**config.mk**
```make
export PLATFORM = sky130hd
export DESIGN_NAME = sync_fifo_ctrl_flat
export DESIGN_NICKNAME = d
export VERILOG_FILES = /design/src/rtl/sync_fifo_ctrl_if.sv /design/src/rtl/sync_fifo_ctrl.sv /design/src/flat_wrapper.sv
export SDC_FILE = /design/constraint.sdc
export NUM_CORES = 1
export LEC_CHECK = 0
export BUFFER_PORTS_ARGS = -buffer_cell sky130_fd_sc_hd__buf_4
export CAP_MARGIN = 40
export CORE_UTILIZATION = 58
export CTS_BUF_LIST = sky130_fd_sc_hd__clkbuf_16
export DETAILED_ROUTE_END_ITERATION = 10
export GPL_TIMING_DRIVEN = 0
export HOLD_SLACK_MARGIN = 0.1
export PLACE_DENSITY = 0.79
export SYNTH_ARGS = -nofsm -noshare
export SYNTH_HDL_FRONTEND = slang
export SYNTH_SLANG_ARGS = --single-unit
```
**constraint.sdc**
```tcl
create_clock -name clock -period 3.2 [get_ports clock]
set_input_delay 0.48 -clock clock [delete_from_list [all_inputs] [get_ports clock]]
set_output_delay 0.48 -clock clock [all_outputs]
set_load 0.01 [all_outputs]
```
**src/rtl/sync_fifo_ctrl_if.sv**
```systemverilog
// sync_fifo_ctrl_if
// Handshake and status bundle between a FIFO driver/monitor and the FIFO.
//   master : drives wr, rd, D_in; observes data and status
//   slave  : the FIFO itself; samples requests, returns D_out and status
interface sync_fifo_ctrl_if #(
  parameter int DATA_W = 8,
  parameter int CNT_W  = 4
);
  logic              wr;
  logic              rd;
  logic [DATA_W-1:0] D_in;
  logic [DATA_W-1:0] D_out;
  logic              full;
  logic              empty;
  logic [CNT_W-1:0]  fifo_cnt;
  logic              almost_full;
  logic              almost_empty;
  logic              overflow;
  logic              underflow;

  modport master (
    output wr, rd, D_in,
    input  D_out, full, empty, fifo_cnt, almost_full, almost_empty,
           overflow, underflow
  );

  modport slave (
    input  wr, rd, D_in,
    output D_out, full, empty, fifo_cnt, almost_full, almost_empty,
           overflow, underflow
  );
endinterface

```
**src/rtl/sync_fifo_ctrl.sv**
```systemverilog
// sync_fifo_ctrl
// Single-clock byte FIFO with registered read data, registered status
// flags (coherent with fifo_cnt) and one-cycle overflow/underflow pulses.
// Ports:
//   clock : system clock, rising edge
//   rst   : asynchronous active-high reset
//   bus   : slave side of sync_fifo_ctrl_if (wr, rd, D_in in;
//           D_out, full, empty, fifo_cnt, almost_full, almost_empty,
//           overflow, underflow out)
module sync_fifo_ctrl #(
  parameter int DATA_W = 8,
  parameter int DEPTH  = 8,
  parameter int CNT_W  = 4,
  parameter int AF_LVL = 6,
  parameter int AE_LVL = 2
) (
  input  logic            clock,
  input  logic            rst,
  sync_fifo_ctrl_if.slave bus
);
  localparam int PTR_W = $clog2(DEPTH);

  logic [DATA_W-1:0] mem [DEPTH];
  logic [PTR_W-1:0]  wr_ptr;
  logic [PTR_W-1:0]  rd_ptr;
  logic [CNT_W-1:0]  cnt;
  logic [CNT_W-1:0]  cnt_next;
  logic [DATA_W-1:0] dout;
  logic              full_r;
  logic              empty_r;
  logic              af_r;
  logic              ae_r;
  logic              ovf_r;
  logic              udf_r;
  logic              wr_ok;
  logic              rd_ok;

  // A write into a full FIFO is allowed when a read frees a slot on the
  // same edge; a read of an empty FIFO is never bypassed from D_in.
  always_comb begin
    wr_ok    = bus.wr & (~full_r | bus.rd);
    rd_ok    = bus.rd & ~empty_r;
    cnt_next = cnt + CNT_W'(wr_ok) - CNT_W'(rd_ok);
  end

  // Storage is deliberately left out of reset.
  always_ff @(posedge clock) begin
    if (wr_ok) mem[wr_ptr] <= bus.D_in;
  end

  always_ff @(posedge clock or posedge rst) begin
    if (rst) begin
      wr_ptr  <= '0;
      rd_ptr  <= '0;
      cnt     <= '0;
      dout    <= '0;
      full_r  <= 1'b0;
      empty_r <= 1'b1;
      af_r    <= 1'b0;
      ae_r    <= 1'b1;
      ovf_r   <= 1'b0;
      udf_r   <= 1'b0;
    end else begin
      if (wr_ok) wr_ptr <= wr_ptr + 1'b1;
      if (rd_ok) begin
        // Non-blocking read sees the old entry even when the same slot
        // is being overwritten by a simultaneous write on a full FIFO.
        dout   <= mem[rd_ptr];
        rd_ptr <= rd_ptr + 1'b1;
      end
      cnt     <= cnt_next;
      full_r  <= (cnt_next == CNT_W'(DEPTH));
      empty_r <= (cnt_next == '0);
      af_r    <= (cnt_next >= CNT_W'(AF_LVL));
      ae_r    <= (cnt_next <= CNT_W'(AE_LVL));
      ovf_r   <= bus.wr & full_r & ~bus.rd;
      udf_r   <= bus.rd & empty_r;
    end
  end

  assign bus.D_out        = dout;
  assign bus.fifo_cnt     = cnt;
  assign bus.full         = full_r;
  assign bus.empty        = empty_r;
  assign bus.almost_full  = af_r;
  assign bus.almost_empty = ae_r;
  assign bus.overflow     = ovf_r;
  assign bus.underflow    = udf_r;
endmodule

```
**src/flat_wrapper.sv**
```systemverilog
// flat-port wrapper written by rule: the top's interface ports become plain ports
module sync_fifo_ctrl_flat 
#(
  parameter int DATA_W = 8,
  parameter int DEPTH  = 8,
  parameter int CNT_W  = 4,
  parameter int AF_LVL = 6,
  parameter int AE_LVL = 2
)
  (clock, rst, bus_wr, bus_rd, bus_D_in, bus_D_out, bus_full, bus_empty, bus_fifo_cnt, bus_almost_full, bus_almost_empty, bus_overflow, bus_underflow);
  sync_fifo_ctrl_if #(.DATA_W(DATA_W), .CNT_W(CNT_W)) bus_i ();
  input  logic clock;
  input  logic rst;
  input wire logic [$bits(bus_i.wr)-1:0] bus_wr;
  input wire logic [$bits(bus_i.rd)-1:0] bus_rd;
  input wire logic [$bits(bus_i.D_in)-1:0] bus_D_in;
  output wire logic [$bits(bus_i.D_out)-1:0] bus_D_out;
  output wire logic [$bits(bus_i.full)-1:0] bus_full;
  output wire logic [$bits(bus_i.empty)-1:0] bus_empty;
  output wire logic [$bits(bus_i.fifo_cnt)-1:0] bus_fifo_cnt;
  output wire logic [$bits(bus_i.almost_full)-1:0] bus_almost_full;
  output wire logic [$bits(bus_i.almost_empty)-1:0] bus_almost_empty;
  output wire logic [$bits(bus_i.overflow)-1:0] bus_overflow;
  output wire logic [$bits(bus_i.underflow)-1:0] bus_underflow;
  assign bus_i.wr = bus_wr;
  assign bus_i.rd = bus_rd;
  assign bus_i.D_in = bus_D_in;
  assign bus_D_out = bus_i.D_out;
  assign bus_full = bus_i.full;
  assign bus_empty = bus_i.empty;
  assign bus_fifo_cnt = bus_i.fifo_cnt;
  assign bus_almost_full = bus_i.almost_full;
  assign bus_almost_empty = bus_i.almost_empty;
  assign bus_overflow = bus_i.overflow;
  assign bus_underflow = bus_i.underflow;
  sync_fifo_ctrl #(.DATA_W(DATA_W), .DEPTH(DEPTH), .CNT_W(CNT_W), .AF_LVL(AF_LVL), .AE_LVL(AE_LVL)) u_core (.clock(clock), .rst(rst), .bus(bus_i));
endmodule
```
==> qor.yml <==
logic_synthesis:
  fraction_of_synthesis_flops_using_an_asynchronous_set_or_reset_pin_pct: 27.3
  ys_dominant_reg_cell: "edfxtp_1"
  synthesis.instances: 232
  netlist.top_cell.by_area: "edfxtp_1"
  synth_area_um2: 3530
  avgSynthCellArea_um2: 15.2
  synth_area_leaders: "edfxtp_1 54%, dfrtp_1 16%, mux2i_1 9.1%, a22oi_1 3.4%, nand2_1 3.1%"
  library_cells_used_by_synthesis: 27
  synth_seq_area_share_pct: 71.6
  post-synth-top-area-fraction_pct: 54.5
  synthMostInstantiatedCell: "edfxtp_1"
  synth.net_count: 251
  ys_ff_latch: 88
  number_of_enable_type_register_cells_in_the_synthesized_netlist: 64
  synth.top_cells.by_count: "64 x edfxtp_1, 32 x mux2i_1, 29 x nand2_1, 22 x dfrtp_1, 16 x a22oi_1"
  synth_warnings: 0
clocking:
  hold_buffers: 0
  max-clock-path-buffers: 2
  htree_num_levels: 3
  clkLatencyLatePin_ns: 0.33
  path_clk_slew_ns: 0.07
  cts_made_buffers: 9
  tritoncts_num_sinks: 88
  tritoncts_clock_tree: "yes"
  cts-resized-gates: 0
  cts_setup_buffers: 0
  cts-root-buf: "clkbuf_16"
worst_setup_path:
  required_time_at_the_endpoint_of_the_critical_path_ns: 3.47
  cp_slowest_cell: "dfstp_2"
  path_max_fanout: 10
  worst_path_largest_cell_delay_ns: 0.53
  arrival_time_worst_endpoint_ns: 2.86
  timing.critical_path.mode_cell: "inv_1"
  timing.critical_path.to_type: "flop"
  critical_path_buf_inv_count: 5
  cp_top_family: "adder cells"
  cp-start-kind: "flop"
  worstSetupPathType: "flop to flop"
  critical_path.cell_chain: "nand2b_1, inv_1, buf_2, ha_1, inv_1, ha_1, inv_1, fa_1, inv_1, or3_1, nor2b_1"
place:
  dpl.hpwl_mm: 4.16
  io_buffer_count: 29
  gpl.final_weighted_congestion: 0.750
  post-place-ws_ns: 0.568
drt:
  route.detailed.drc: 0
  wl_per_cell_um: 18.4
  first_pass_iters: 4
  avgViaCountPerCell: 5.51
  remaining_antenna_violation_count: 0
  dr.first_iter.drc_count: 227
  via_count: 1968
  routed_wl_mm: 6.56
timing:
  timing_hold_violations_final: 0
  max_slew_margin_pct: 38.7
  final.setup.tns_ns: 0
  whs_ns: 0.104
  fmaxAchievable_mhz: 386
  setup_viol: 0
  min_period_ns: 2.59
  worst_pin_slew_ns: 0.913
  timing.final.ws_setup_ns: 0.607
  rsz0062_at_grt: "false"
  finClkSkew_ns: 0.00892
  timing.final.crit_share_pct: 81.0
  timing.final.max_slew_violations: 0
floorplanning:
  die_height_um: 80.0
  ioPinCount: 30
  initial_utilization_pct: 59.9
  die-width_um: 80.0
  core_region_area_um2: 5890
  fp.dieArea_um2: 6400
  floorplan.rows: 28
layout:
  layout-area-overhead-vs-synth_pct: 18.3
  diodes: 0
  drive_gt1_share_pct: 21.3
  finalNetCount: 296
  nFillCells: 398
power:
  p_leak_nw: 1.71
  ir_worst_vdd_uv: 497
  powerDensity_nw_per_um2: 935
global_route:
  antenna_found_initial: 0
  first_global_vias: 1975
  grt_pass1_wl_mm: 9.98
  grt_start_max_net_pins: 21
  overall_overflow_remaining_after_global_route: 0
  grt_use_total_pct: 22.9
worst_hold_path:
  holdCritPathClass: "input pin to asynchronous set/reset pin"
flow_run:
  max_cap_violations: 0
run_status:
  outcome: "finished clean"
-- final timing paths --
| check | from | end | slack [ns] | cells past startpoint |
|---|---|---|---|---|
| min in group clock | bus_wr | u_core.bus.overflow$_DFF_PP0_ | 0.37 | 3 |
| max in group asynchronous | rst | u_core.bus.empty$_DFF_PP1_ | 2.61 | 3 |
| worst max register to register | u_core.bus.empty$_DFF_PP1_ | u_core.bus.full$_DFF_PP0_ | 0.61 | 11 |
| worst max-delay path | u_core.bus.empty$_DFF_PP1_ | u_core.bus.full$_DFF_PP0_ | 0.61 | 11 |
| worst min register to register | u_core.bus.D_out[2]$_DFFE_PP0P_ | u_core.bus.D_out[2]$_DFFE_PP0P_ | 0.48 | 2 |
| worst min-delay path | rst | u_core.bus.D_out[4]$_DFFE_PP0P_ | 0.10 | 2 |
-- cells by family after synthesis --
| kind of cell | Yosys count | synth area share, % |
|---|---|---|
| AOI/OAI and AO/OA | 20 | 4.43 |
| buffers and inverters | 20 | 3.12 |
| muxes | 32 | 9.08 |
| xor gates and xnor gates | 6 | 1.70 |
| and+or+nand+nor | 59 | 7.41 |
| adders and majority gates | 7 | 2.70 |
| DFF | 88 | 71.6 |
-- where the power goes --
| part | switching [mW] | internal (mW) |
|---|---|---|
| clock | 0.439 | 0.532 |
| sequential | 0.122 | 1.47 |
| combinational | 0.732 | 0.607 |
-- layout by cell type (no fill, tap or decap), types with 2 or more instances in the layout --
master / synthesis / final
nand2b_1: 5 / 5
dfrtp_1: 22 / 22
clkbuf_16: 0 / 9
clkinvlp_4: 0 / 2
nor3_1: 2 / 2
clkbuf_1: 4 / 4
edfxtp_1: 64 / 64
ha_1: 6 / 6
and2_1: 2 / 2
dfstp_2: 2 / 2
nand3_1: 8 / 8
xnor2_1: 5 / 5
a22oi_1: 16 / 16
nand2_1: 29 / 29
nor2_1: 9 / 9
nor2b_1: 3 / 3
buf_4: 1 / 34
buf_8: 2 / 2
inv_1: 10 / 10
a21o_1: 2 / 2
inv_6: 0 / 2
mux2i_1: 32 / 32
-- routing by layer --
layer  GRT usage, %  routed length, um
met1           29.2               2730
met2           36.8               3260
met3           4.57                393
met4           12.5                176
met5              0                  0
-- state kept, by name, indices dropped and copies added (netlist names), 3 cells and up --
signal and flops:
u_core.bus.D_out 8, u_core.bus.fifo_cnt 4, u_core.mem 64, u_core.rd_ptr 3, u_core.wr_ptr 3
-- stage by stage --
step,instance area [um2],util [%],std cells,power (mW)
final,4180,70.9,357,3.90
after global routing,4180,70.9,357,4.10
after CTS,4180,70.9,357,3.92
after detailed placement,3900,66.2,341,2.95
after global placement,3840,65.2,336,2.88
after floorplan,3530,-,232,2.52
-- layout make-up --
class                      instances  area, um2  share of cell area [%]
clock buffer                       9        225                    5.39
tap                               75       93.8                    2.25
timing repair buffer              34        275                    6.59
sequential                        88       2520                    60.5
clock inverter                     7       52.6                    1.26
inverter                          11       41.3                   0.989
buffer                             9       68.8                    1.65
multi-input combinational        124        893                    21.4
(Power assumes the default switching activity.)
